### src/rtl/imem_bridge_if.sv
// Memory-side bus of the instruction fetch bridge.
//
// Handshake: the master raises req with addr and holds both stable until the
// slave answers with gnt in the same cycle; the request is accepted on that
// edge. After acceptance the slave returns exactly one rvalid pulse carrying
// rdata. No new request is issued until that read data (or a fetch timeout)
// closes the transaction.
//
// Signals
//   req     master -> slave  request valid (mem_req_o)
//   addr    master -> slave  word-aligned byte address (mem_addr_o)
//   gnt     slave -> master  request accepted (mem_gnt_i)
//   rvalid  slave -> master  read data valid (mem_rvalid_i)
//   rdata   slave -> master  read data (mem_rdata_i)
interface imem_bridge_if;
  logic        req;
  logic [31:0] addr;
  logic        gnt;
  logic        rvalid;
  logic [31:0] rdata;

  modport master (output req, addr, input gnt, rvalid, rdata);
  modport slave  (input req, addr, output gnt, rvalid, rdata);
endinterface

### src/rtl/imem_bridge.sv
// Instruction fetch bridge: serves core fetches from a one-entry instruction
// buffer and refills it over a req/gnt/rvalid memory bus on a miss.
//
// Ports
//   clk         clock, all state on the rising edge
//   rst         asynchronous active-low reset
//   rom_ce_i    core fetch enable
//   rom_addr_i  core fetch byte address (low two bits ignored)
//   rom_data_o  instruction word, valid when stallreq_o is low and rom_ce_i high
//   stallreq_o  stall request to the pipeline controller
//   flush_i     invalidate the buffered instruction
//   mem         memory bus (master side)
//   err_o       sticky fetch-timeout flag
//   dbg_state   current FSM state (0 idle, 1 request, 2 wait for data)
module imem_bridge #(
  parameter int          TIMEOUT_CYC = 255,
  parameter logic [31:0] NOP_INST    = 32'h00000013
) (
  input  logic               clk,
  input  logic               rst,
  input  logic               rom_ce_i,
  input  logic [31:0]        rom_addr_i,
  output logic [31:0]        rom_data_o,
  output logic               stallreq_o,
  input  logic               flush_i,
  imem_bridge_if.master      mem,
  output logic               err_o,
  output logic [1:0]         dbg_state
);

  localparam logic [1:0] S_IDLE = 2'd0;
  localparam logic [1:0] S_REQ  = 2'd1;
  localparam logic [1:0] S_WAIT = 2'd2;

  localparam int CW = $clog2(TIMEOUT_CYC + 1);

  logic [1:0]    state;
  logic [29:0]   req_addr;
  logic [CW-1:0] cnt;
  logic          buf_valid;
  logic [29:0]   buf_addr;
  logic [31:0]   buf_data;
  // Set when a flush lands while a fetch is outstanding: the fetch still
  // finishes on the bus but its data must not become visible.
  logic          drop;

  logic          hit;
  logic          busy;
  logic          timeout;
  logic          rdata_take;
  logic          fill;
  logic [31:0]   fill_data;

  // Byte offset within the word has no effect on which instruction is fetched.
  logic          unused_addr_lsb;
  assign unused_addr_lsb = ^rom_addr_i[1:0];

  assign busy       = (state != S_IDLE);
  assign hit        = (state == S_IDLE) && rom_ce_i && buf_valid &&
                      (buf_addr == rom_addr_i[31:2]);
  assign rdata_take = (state == S_WAIT) && mem.rvalid;
  // The counter starts at 0 in the first REQ cycle, so TIMEOUT_CYC cycles in
  // REQ/WAIT have elapsed when it reads TIMEOUT_CYC-1. Read data arriving in
  // that same cycle counts as completion, not timeout.
  assign timeout    = busy && !rdata_take && (cnt == CW'(TIMEOUT_CYC - 1));
  assign fill       = rdata_take || timeout;
  assign fill_data  = rdata_take ? mem.rdata : NOP_INST;

  assign rom_data_o = hit ? buf_data : 32'h0;
  // Gated by rst so the stall is low while reset is held even if ce is high.
  assign stallreq_o = rst && (busy || (rom_ce_i && !hit));
  assign mem.req    = (state == S_REQ);
  assign mem.addr   = {req_addr, 2'b00};
  assign dbg_state  = state;

  always_ff @(posedge clk or negedge rst) begin
    if (!rst) begin
      state    <= S_IDLE;
      req_addr <= '0;
      cnt      <= '0;
    end else begin
      case (state)
        S_IDLE: begin
          if (rom_ce_i && !hit) begin
            req_addr <= rom_addr_i[31:2];
            cnt      <= '0;
            state    <= S_REQ;
          end
        end
        S_REQ: begin
          if (timeout) begin
            state <= S_IDLE;
          end else begin
            cnt <= cnt + 1'b1;
            if (mem.gnt) state <= S_WAIT;
          end
        end
        S_WAIT: begin
          if (fill) begin
            state <= S_IDLE;
          end else begin
            cnt <= cnt + 1'b1;
          end
        end
        default: state <= S_IDLE;
      endcase
    end
  end

  always_ff @(posedge clk or negedge rst) begin
    if (!rst) begin
      drop <= 1'b0;
    end else if (state == S_IDLE) begin
      drop <= 1'b0;
    end else if (flush_i) begin
      drop <= 1'b1;
    end
  end

  // Flush wins over a same-cycle fill.
  always_ff @(posedge clk or negedge rst) begin
    if (!rst) begin
      buf_valid <= 1'b0;
      buf_addr  <= '0;
      buf_data  <= '0;
    end else if (flush_i) begin
      buf_valid <= 1'b0;
    end else if (fill && !drop) begin
      buf_valid <= 1'b1;
      buf_addr  <= req_addr;
      buf_data  <= fill_data;
    end
  end

  always_ff @(posedge clk or negedge rst) begin
    if (!rst) begin
      err_o <= 1'b0;
    end else if (timeout) begin
      err_o <= 1'b1;
    end
  end

endmodule

### src/flat_wrapper.sv
// flat-port wrapper written by rule: the top's interface ports become plain ports
module imem_bridge_flat 
#(
  parameter int          TIMEOUT_CYC = 255,
  parameter logic [31:0] NOP_INST    = 32'h00000013
)
  (clk, rst, rom_ce_i, rom_addr_i, rom_data_o, stallreq_o, flush_i, err_o, dbg_state, mem_req, mem_addr, mem_gnt, mem_rvalid, mem_rdata);
  imem_bridge_if mem_i ();
  input  logic clk;
  input  logic rst;
  input  logic rom_ce_i;
  input  logic [31:0] rom_addr_i;
  output logic [31:0] rom_data_o;
  output logic stallreq_o;
  input  logic flush_i;
  output logic err_o;
  output logic [1:0] dbg_state;
  output wire logic [$bits(mem_i.req)-1:0] mem_req;
  output wire logic [$bits(mem_i.addr)-1:0] mem_addr;
  input wire logic [$bits(mem_i.gnt)-1:0] mem_gnt;
  input wire logic [$bits(mem_i.rvalid)-1:0] mem_rvalid;
  input wire logic [$bits(mem_i.rdata)-1:0] mem_rdata;
  assign mem_req = mem_i.req;
  assign mem_addr = mem_i.addr;
  assign mem_i.gnt = mem_gnt;
  assign mem_i.rvalid = mem_rvalid;
  assign mem_i.rdata = mem_rdata;
  imem_bridge #(.TIMEOUT_CYC(TIMEOUT_CYC), .NOP_INST(NOP_INST)) u_core (.clk(clk), .rst(rst), .rom_ce_i(rom_ce_i), .rom_addr_i(rom_addr_i), .rom_data_o(rom_data_o), .stallreq_o(stallreq_o), .flush_i(flush_i), .mem(mem_i), .err_o(err_o), .dbg_state(dbg_state));
endmodule
### config.mk
export PLATFORM = sky130hd
export DESIGN_NAME = imem_bridge_flat
export DESIGN_NICKNAME = d
export VERILOG_FILES = /design/src/rtl/imem_bridge_if.sv /design/src/rtl/imem_bridge.sv /design/src/flat_wrapper.sv
export SDC_FILE = /design/constraint.sdc
export NUM_CORES = 1
export LEC_CHECK = 0
export BUFFER_PORTS_ARGS = -buffer_cell sky130_fd_sc_hd__buf_4
export CAP_MARGIN = 15
export CORE_MARGIN = 1
export CORE_UTILIZATION = 51
export DETAILED_ROUTE_END_ITERATION = 10
export PLACE_DENSITY = 0.86
export SYNTH_ARGS = -nofsm -noshare
export SYNTH_HDL_FRONTEND = slang
export SYNTH_SLANG_ARGS = --single-unit
### constraint.sdc
create_clock -name clk -period 2.7 [get_ports clk]
set_input_delay 0.135 -clock clk [delete_from_list [all_inputs] [get_ports clk]]
set_output_delay 0.135 -clock clk [all_outputs]
set_load 0.02 [all_outputs]
Word level (Yosys, flattened, before mapping)

Index checks and enable logic that the tools add are counted.

$add $sub $neg: 1
Equality and inequality tests: 9
Muxes and demuxes: 15
Bitwise gates (word level): 1
Reductions and logical operators: 23

Operator list:

| cell                | count |
|---|---|
| $mux 32             | 2 |
| $eq 30x30->1        | 1 |
| $mux 8              | 3 |
| $pmux 8 s3          | 1 |
| $logic_and 1x1->1   | 9 |
| $add 8x1->8 const B | 1 |
| $eq 8x8->1 const B  | 1 |
| $mux 2              | 4 |
| $ne 2x2->1 const B  | 3 |
| $pmux 2 s3          | 1 |
| $reduce_bool 2->1   | 3 |
| $mux 1              | 4 |
| $reduce_and 2->1    | 2 |
| $reduce_and 4->1    | 1 |
| $logic_not 1->1     | 3 |
| $ne 3x1->1 const B  | 1 |
| $reduce_and 3->1    | 1 |
| $reduce_bool 3->1   | 1 |
| $eq 2x1->1 const B  | 1 |
| $eq 2x2->1 const B  | 1 |
| $logic_not 2->1     | 1 |
| $logic_or 1x1->1    | 2 |
| $ne 2x1->1 const B  | 1 |
| $not 1->1           | 1 |

Bits in registers: 105
Input port bits: 70

Longest topological paths before layout

Gate-level depths: netlist of the first run.

Depth in word-level cells: 9
Gate-level depth with buffers: 9

Least setup slack after synthesis of the first run

Ideal clock, no wire load.

Kind: reg-to-reg
From: reg u_core.state[0], in the netlist u_core.dbg_state[0]
To: reg u_core.cnt[5]
Library setup time: 131 ps
Arrival time: 2213 ps
Data required time: 2569 ps
Setup slack: 355 ps
Stages on the path, launching flop included: 10
Buffers on the path: 2
Path through: dfrtp_1 inv_1 ha_1 buf_2 nand4b_1 o31ai_1 o31ai_4 buf_2 mux2i_1 nand3_1

Cells in the longest elaborated chain, start to end: 8

Ends and longest elaborated chain:

| what                                                         | line                                                    | text |
|---|---|---|
| start: declaration                                           | imem_bridge.sv:37                                       | `logic [1:0] state;` |
| start signal: assignment                                     | imem_bridge.sv:78                                       | `state <= S_IDLE;` |
| start signal: assignment                                     | imem_bridge.sv:87                                       | `state <= S_REQ;` |
| start signal: assignment                                     | imem_bridge.sv:92                                       | `state <= S_IDLE;` |
| $eq 2x2->1 / $logic_not 2->1 (equally long branches)         | imem_bridge.sv:61, imem_bridge.sv:82, imem_bridge.sv:59 |  |
| $logic_and 1x1->1 (on tied branches)                         | imem_bridge.sv:61, imem_bridge.sv:59                    |  |
| $logic_not 1->1 / $logic_and 1x1->1 (equally long branches)  | imem_bridge.sv:65, imem_bridge.sv:59                    |  |
| $logic_and 1x1->1 (on tied branches)                         | imem_bridge.sv:65, imem_bridge.sv:59                    |  |
| $logic_and 1x1->1 / $logic_not 1->1 (equally long branches)  | imem_bridge.sv:65, imem_bridge.sv:84                    |  |
| $logic_or 1x1->1 / $logic_and 1x1->1 (equally long branches) | imem_bridge.sv:66, imem_bridge.sv:84                    |  |
| $ne 2x2->1 (no source line)                                  | --                                                      |  |
| $reduce_and 4->1 (no source line)                            | --                                                      |  |
| end signal: assignment                                       | imem_bridge.sv:94                                       | `cnt <= cnt + 1'b1;` |
| end signal: assignment                                       | imem_bridge.sv:102                                      | `cnt <= cnt + 1'b1;` |
| end: declaration                                             | imem_bridge.sv:39                                       | `logic [CW-1:0] cnt;` |

Several ways; a longest one is shown, not always the timed one.
A chain may end at the register's enable or synchronous reset.

Final worst setup path of the first run

From: in rom_addr_i[18]
To: out rom_data_o[30]

Cells in the longest elaborated chain, start to end: 3

Ends and longest elaborated chain:

| what               | line               | text |
|---|---|---|
| start: declaration | flat_wrapper.sv:12 | `input logic [31:0] rom_addr_i;` |
| $eq 30x30->1       | imem_bridge.sv:60  | `(buf_addr == rom_addr_i[31:2]);` |
| $logic_and 1x1->1  | imem_bridge.sv:59  | `assign hit = (state == S_IDLE) && rom_ce_i && buf_valid &&` |
| $mux 32            | imem_bridge.sv:69  | `assign rom_data_o = hit ? buf_data : 32'h0;` |
| end: declaration   | flat_wrapper.sv:13 | `output logic [31:0] rom_data_o;` |

Every way passes these cells.

==> impl_metrics.json, run 1 <==
{
  "gp_routability_congestion": 0.814,
  "synth_warnings": 0,
  "edff_count_synth": 0,
  "grt_first_pass_wirelength_microns": 23700,
  "post-route-util": 0.736,
  "met2RoutedLength_microns": 8410,
  "route.layer.met1.wl_microns": 6240,
  "cts.root.buffer_cell": "sky130_fd_sc_hd__clkbuf_8",
  "clk-insertion-delay-late_ns": 0.38,
  "initial_utilization": 0.522,
  "final-setup-viol-count": 0,
  "path_class": "input port to primary output",
  "crit_top_cell": "sky130_fd_sc_hd__buf_4",
  "slew_viol_final": 0,
  "yosys.area_share.simple": 0.190,
  "wirelength_microns": 16200,
  "synth.lib_cells_used.distinct": 45,
  "syn2layout_area_growth_pct": 41.0,
  "syn-cell-area_sq_um": 5370,
  "cp_top_family": "buffers and inverters",
  "r2r_cells": 7,
  "power.density_cell_area_nw_per_um2": 964,
  "num-nets-final": 770,
  "post_synth_main_area_contributors": "sky130_fd_sc_hd__dfrtp_1 49%, sky130_fd_sc_hd__mux2_4 8.4%, sky130_fd_sc_hd__nand2_1 7.2%",
  "fillCellCount": 650,
  "pin_count_of_the_biggest_net_entering_global_routing": 106,
  "starting_drt_drc_count": 312,
  "min-delay-path-class": "input port to flop",
  "worst_hold_path_depth": 2,
  "main_combinational_cell_family_by_area_after_synthesis": "simple AND/OR/NAND/NOR gates",
  "route.met3.wl_microns": 1030,
  "critical_path.startpoint_type": "input port",
  "yosys-mux-area-fraction": 0.103,
  "netlist_instances": 500,
  "detail_route.drc_violations": 0,
  "tightestPinTransition_ns": 0.890,
  "synth_sequential_area_ratio": 0.489,
  "slew-limit-headroom": 0.407,
  "reg2reg_to": "u_core.cnt[1]",
  "drive_gt1_frac": 0.340,
  "cpMaxStageDelayCell": "sky130_fd_sc_hd__dlygate4sd3_1",
  "critPathCaptureType": "primary output",
  "cp_num_buf_inv": 6,
  "critical-path-max-stage-delay_ns": 0.54,
  "layout.cells.most_common": "sky130_fd_sc_hd__buf_4",
  "hold_path_end": "u_core.req_addr[6]",
  "final_cell_mix": "134 x sky130_fd_sc_hd__buf_4, 103 x sky130_fd_sc_hd__nand2_1, 103 x sky130_fd_sc_hd__dfrtp_1, 56 x sky130_fd_sc_hd__dlygate4sd3_1, 33 x sky130_fd_sc_hd__xor2_1",
  "power.leakage_nw": 3.78,
  "final_hold_viol_count": 0,
  "worst_vdd_rail_ir_drop_uv": 475,
  "wl_per_cell_microns": 19.4,
  "outcome": "finished clean",
  "synth_top_cell_area_share": 0.489,
  "min-delay-start": "rom_addr_i[8]",
  "timing.critical_path.cells": "dlygate4sd3_1, buf_4, xor2_1, nor4_4, nand4_1, buf_4, nor3_4, buf_4, clkbuf_4, and2_1, buf_4",
  "placed_cell_count": 750,
  "post-synth-top-area-cell": "sky130_fd_sc_hd__dfrtp_1",
  "dieArea_sq_um": 10900,
  "grt_util_all_layers": 0.273,
  "top_level_pins": 139,
  "vias_per_cell": 5.65,
  "adder_cell_share_of_the_synthesized_area": 0.0163,
  "clock-skew-final_ns": 0.0117,
  "crit-reg2reg-launch": "u_core.dbg_state[1]",
  "clkSinkCount": 105,
  "arrival_ns": 2.54,
  "numCtsBuffers": 9,
  "global_route.overflow_total": 0,
  "worstPathMaxFanout": 8,
  "finalHoldWorstSlack_ns": 0.00128,
  "worst-r2r-setup-slack_ns": 0.39,
  "post_synth_xor_area_fraction": 0.0538,
  "max-cap-violations": 0,
  "fp-row-count": 37,
  "initial_antenna_violation_count": 0,
  "ys_async_sr_fraction": 1.00,
  "topRoutingLayerUsed": "met4",
  "core_area_sq_um": 10300,
  "htree_levels": 3,
  "dominantRegCellSynth": "sky130_fd_sc_hd__dfrtp_1",
  "dr_total_vias": 4715,
  "final_antenna_net_count": 0,
  "first_global_vias": 4852,
  "n_antenna_cell": 0,
  "dieHeight_microns": 105,
  "port_buffers": 134,
  "worst-path-stages": 11,
  "die_w_microns": 105,
  "detailedPlacementHpwl_microns": 9080,
  "final-instance-count-excl-fill": 834,
  "max_freq_ghz": 0.374,
  "crit_required_ns": 2.57,
  "detailedRoute.firstPassIterationCount": 6,
  "clock_transition_at_the_register_clock_pins_on_the_worst_setup_and_hold_paths_after_cts_ns": 0.11,
  "post_layout_minimum_cycle_time_ns": 2.67,
  "clockBufferDepth": 2,
  "fin_crit_sh": 0.989,
  "cts_tree": "built",
  "ys_ff_latch": 105,
  "synth-compound-area-share": 0.113,
  "postSynthAreaPerCell_sq_um": 10.7
}
[per-layer routing]
metal | vias up | GRT usage
li1 | 2126 | -
met2 | 217 | 0.479
met4 | 0 | 0.102
met5 | - | 0
met3 | 50 | 0.0636
met1 | 2322 | 0.327
[metrics by stage]
step                setup slack [ns]  total power, W  TNS, ns  area [sq um]
floorplan                      0.355         0.00483        0          5370
detailed placement             0.267         0.00588        0          6530
finish                        0.0290         0.00730        0          7570
CTS                           0.0294         0.00702        0          7250
global placement               0.398         0.00572        0          6530
global route                 -0.0792         0.00764    -1.57          7570
[cell families after synthesis]
family,after synthesis
mux,40
other cells,1
flops,105
simple gates,206
compound gates,70
buf+inv,38
fa+ha+maj,7
xor+xnor,33
[registers in the layout, indices dropped and copies added, names as in the netlist]
| name | count |
|---|---|
| u_core.buf_addr | 30 |
| u_core.err_o | 1 |
| u_core.dbg_state | 2 |
| u_core.buf_valid | 1 |
| u_core.cnt | 8 |
| u_core.buf_data | 32 |
| u_core.req_addr | 30 |
| u_core.drop | 1 |
[worst max path at each step]
stage | start | endpoint | slack, ns
global route | u_core.dbg_state[1] | rom_data_o[29] | -0.08
finish | rom_addr_i[18] | rom_data_o[30] | 0.03
detailed placement | u_core.dbg_state[0] | u_core.cnt[1] | 0.27
global placement | u_core.dbg_state[0] | u_core.cnt[1] | 0.40
CTS | u_core.dbg_state[0] | rom_data_o[1] | 0.03
floorplan | u_core.dbg_state[0] | u_core.cnt[5] | 0.36
[area by class of cell]
type                    instances  area, sq um  area share
multi-input cells             358         2660       0.351
flip-flops and latches        105         2630       0.347
repair buffers                214         1870       0.247
well taps                     136          170      0.0225
clock buffers                  10          138      0.0182
clock inverters                 6         85.1      0.0112
inverters                       5         18.8     0.00248
[Yosys cell counts (7+ instances only)]
library cell	number
sky130_fd_sc_hd__a22o_1	29
sky130_fd_sc_hd__and2_1	40
sky130_fd_sc_hd__nor4_1	12
sky130_fd_sc_hd__o2111ai_1	8
sky130_fd_sc_hd__nor2b_1	8
sky130_fd_sc_hd__buf_2	8
sky130_fd_sc_hd__clkbuf_1	20
sky130_fd_sc_hd__a41oi_1	10
sky130_fd_sc_hd__nor2_1	10
sky130_fd_sc_hd__mux2_4	30
sky130_fd_sc_hd__dfrtp_1	105
sky130_fd_sc_hd__nand2_1	103
sky130_fd_sc_hd__nand3_1	14
sky130_fd_sc_hd__ha_1	7
sky130_fd_sc_hd__mux2i_1	10
sky130_fd_sc_hd__xor2_1	33
[report_power, final]
part	internal, W	switching [W]	leakage, nW	total, W
registers	0.00233	0.000638	1.31	0.00297
clock network	0.000477	0.000618	0.109	0.00110
logic	0.00161	0.00162	2.36	0.00324
total	0.00442	0.00288	3.78	0.00730
[worst register-to-register path, cell delays in order (launching register included)]
cell and delay [ns]:
sky130_fd_sc_hd__dfrtp_2 0.45, sky130_fd_sc_hd__inv_2 0.11, sky130_fd_sc_hd__ha_4 0.17, sky130_fd_sc_hd__nand4b_1 0.18, sky130_fd_sc_hd__nor2_1 0.17, sky130_fd_sc_hd__o31ai_4 0.75
sky130_fd_sc_hd__mux2i_1 0.27, sky130_fd_sc_hd__nand3_1 0.10
[repair_timing]
| item | CTS | global route |
|---|---|---|
| gates cloned | 0 | 3 |
| gates resized for setup | 1 | 52 |
| endpoints found under the setup margin | 30 | 33 |
| endpoints found under the hold margin | 153 | 7 |
| buffers inserted | 0 | 9 |
| hold buffers | 49 | 7 |
| pin swaps | 0 | 5 |
(Power assumes the default switching activity.)
==> inputs of run 2 (changes only) <==
--- a/config.mk
+++ b/config.mk
@@ -6,11 +6,12 @@
 export NUM_CORES = 1
 export LEC_CHECK = 0
 export BUFFER_PORTS_ARGS = -buffer_cell sky130_fd_sc_hd__buf_4
-export CAP_MARGIN = 15
+export CAP_MARGIN = 10
 export CORE_MARGIN = 1
 export CORE_UTILIZATION = 51
 export DETAILED_ROUTE_END_ITERATION = 10
 export PLACE_DENSITY = 0.86
+export SETUP_SLACK_MARGIN = 0.5
 export SYNTH_ARGS = -nofsm -noshare
 export SYNTH_HDL_FRONTEND = slang
 export SYNTH_SLANG_ARGS = --single-unit
==> impl_metrics.json, run 2 (synthesized netlist as in run 1, its figures left out) <==
{
  "placedInstanceArea_sq_um": 6520,
  "path_class": "flop to primary output",
  "crit_required_ns": 2.57,
  "power_switching_w": 0.00308,
  "final_hold_viol_count": 0,
  "gp_routability_congestion": 0.819,
  "timing.critical_path.cells": "xor2_1, nor4_1, nand2_1, nor3_4, buf_2, and2_1, buf_4",
  "power.density_cell_area_nw_per_um2": 970,
  "outcome": "finished clean",
  "reg2reg_to": "u_core.req_addr[28]",
  "largest_register": "u_core.buf_data",
  "clock_transition_at_the_register_clock_pins_on_the_worst_setup_and_hold_paths_after_cts_ns": 0.11,
  "largest_register_ff_count": 32,
  "worstPathMaxFanout": 8,
  "dr_total_vias": 5156,
  "worst-r2r-setup-slack_ns": 0.11,
  "critPathCapture": "rom_data_o[8]",
  "syn2layout_area_growth_pct": 46.6,
  "slew_viol_final": 0,
  "detailedRoute.firstPassIterationCount": 6,
  "route.met3.wl_microns": 1430,
  "numCtsBuffers": 9,
  "cp_top_family": "simple AND/OR/NAND/NOR gates",
  "clockPowerShare": 0.139,
  "worst-path-stages": 7,
  "power.share.sequential": 0.396,
  "grt_setup_unrepaired": "true",
  "die_w_microns": 105,
  "post-route-cell-area_sq_um": 7870,
  "starting_drt_drc_count": 430,
  "clockBufferDepth": 2,
  "initial_utilization": 0.522,
  "critical-path-max-stage-delay_ns": 0.44,
  "power.combinational.fraction": 0.465,
  "worst_vdd_rail_ir_drop_uv": 540,
  "dieArea_sq_um": 10900,
  "crit_path_start": "u_core.buf_addr[17]",
  "fin_crit_sh": 0.987,
  "port_buffers": 134,
  "clock-skew-final_ns": 0.0144,
  "vias_per_cell": 6.04,
  "min-delay-path-class": "input port to flop",
  "detail_route.drc_violations": 0,
  "cts.root.buffer_cell": "sky130_fd_sc_hd__clkbuf_8",
  "detailedPlacementHpwl_microns": 9200,
  "crit-reg2reg-launch": "u_core.buf_addr[0]",
  "final_antenna_net_count": 0,
  "post_layout_minimum_cycle_time_ns": 2.66,
  "global_route.overflow_total": 0,
  "power.switching_fraction": 0.404,
  "largestRegisters": "u_core.buf_data (32), u_core.buf_addr (30), u_core.req_addr (30)",
  "clkSinkCount": 105,
  "final-setup-viol-count": 0,
  "clk-insertion-delay-late_ns": 0.39,
  "topRoutingLayerUsed": "met4",
  "num-nets-final": 789,
  "slew-limit-headroom": 0.629,
  "initial_antenna_violation_count": 0,
  "final_cell_mix": "132 x sky130_fd_sc_hd__buf_4, 103 x sky130_fd_sc_hd__nand2_1, 103 x sky130_fd_sc_hd__dfrtp_1, 58 x sky130_fd_sc_hd__dlygate4sd3_1, 33 x sky130_fd_sc_hd__buf_6",
  "power.leakage_nw": 3.93,
  "route.layer.met1.wl_microns": 6750,
  "fillCellCount": 560,
  "first_global_vias": 5058,
  "core_area_sq_um": 10300,
  "accumulated_negative_setup_slack_ns": 0,
  "fp-row-count": 37,
  "grt_util_all_layers": 0.318,
  "drive_gt1_frac": 0.372,
  "cts_tree": "built",
  "n_antenna_cell": 0,
  "layout.cells.most_common": "sky130_fd_sc_hd__buf_4",
  "pin_count_of_the_biggest_net_entering_global_routing": 41,
  "met2RoutedLength_microns": 9570,
  "r2r_cells": 11,
  "max-cap-violations": 0,
  "grt_first_pass_wirelength_microns": 26800,
  "max_freq_ghz": 0.375,
  "wl_per_cell_microns": 21.8,
  "htree_levels": 3,
  "top_level_pins": 139,
  "cp_num_buf_inv": 2,
  "tightestPinTransition_ns": 0.556,
  "wirelength_microns": 18600,
  "critPathCaptureType": "primary output",
  "dieHeight_microns": 105,
  "cpMaxStageDelayCell": "sky130_fd_sc_hd__dfrtp_1",
  "internal_power_w": 0.00455,
  "arrival_ns": 2.53,
  "critical_path.startpoint_type": "flop"
}
[run 2: power by group through the flow]
stage | registers (W) | clock network (W) | logic, W
after floorplan | 0.00306 | 0 | 0.00179
after global placement | 0.00288 | 0 | 0.00283
after detailed placement | 0.00291 | 0 | 0.00296
after CTS | 0.00290 | 0.00103 | 0.00332
after global routing | 0.00307 | 0.00111 | 0.00376
final | 0.00303 | 0.00106 | 0.00355
[run 2: worst min-delay path by stage]
stage / from / slack, ns / cells past startpoint / to
floorplan: rst / -0.16 / 0 / u_core.buf_addr[0]
global placement: rst / 0.15 / 1 / u_core.req_addr[21]
detailed placement: rst / 0.15 / 1 / u_core.req_addr[21]
CTS: rom_addr_i[17] / 0.0003 / 2 / u_core.req_addr[15]
global route: rom_addr_i[3] / -0.002 / 2 / u_core.req_addr[1]
finish: rom_addr_i[25] / 0.0006 / 2 / u_core.req_addr[23]
[run 2: layer usage]
| metal | vias to the layer above | GRT usage |
|---|---|---|
| li1 | 2162 | - |
| met1 | 2565 | 0.371 |
| met2 | 343 | 0.552 |
| met3 | 86 | 0.0830 |
| met4 | 0 | 0.138 |
| met5 | - | 0 |
[run 2: timing repair]
item	CTS	global route
hold buffers	49	9
gates resized for setup	51	26
cloned	5	1
endpoints found under the hold margin	85	9
buffers inserted	15	7
pin swaps	17	17
setup endpoints to repair	71	85
[run 2: cell type report]
class	count	area (sq um)	area share
clock buffer	9	124	0.0157
clock inverter	7	77.6	0.00986
inverter	5	18.8	0.00238
multi-input combinational	358	2700	0.344
sequential	105	2630	0.334
tap	136	170	0.0216
timing repair buffer	233	2150	0.273
[run 2: stage by stage]
| stage | total power, W | cells | worst slack, ns | hold slack, ns | utilization |
|---|---|---|---|---|---|
| 6_report | 0.00763 | 853 | 0.0350 | 0.000635 | 0.766 |
| 5_1_grt | 0.00795 | 853 | -0.00602 | -0.00194 | 0.766 |
| 4_1_cts | 0.00725 | 836 | 0.159 | 0.000281 | 0.740 |
| 3_5_place_dp | 0.00587 | 751 | 0.305 | 0.149 | 0.635 |
| 3_3_place_gp | 0.00571 | 751 | 0.423 | 0.147 | 0.635 |
| 2_1_floorplan | 0.00485 | 501 | 0.501 | -0.161 | - |
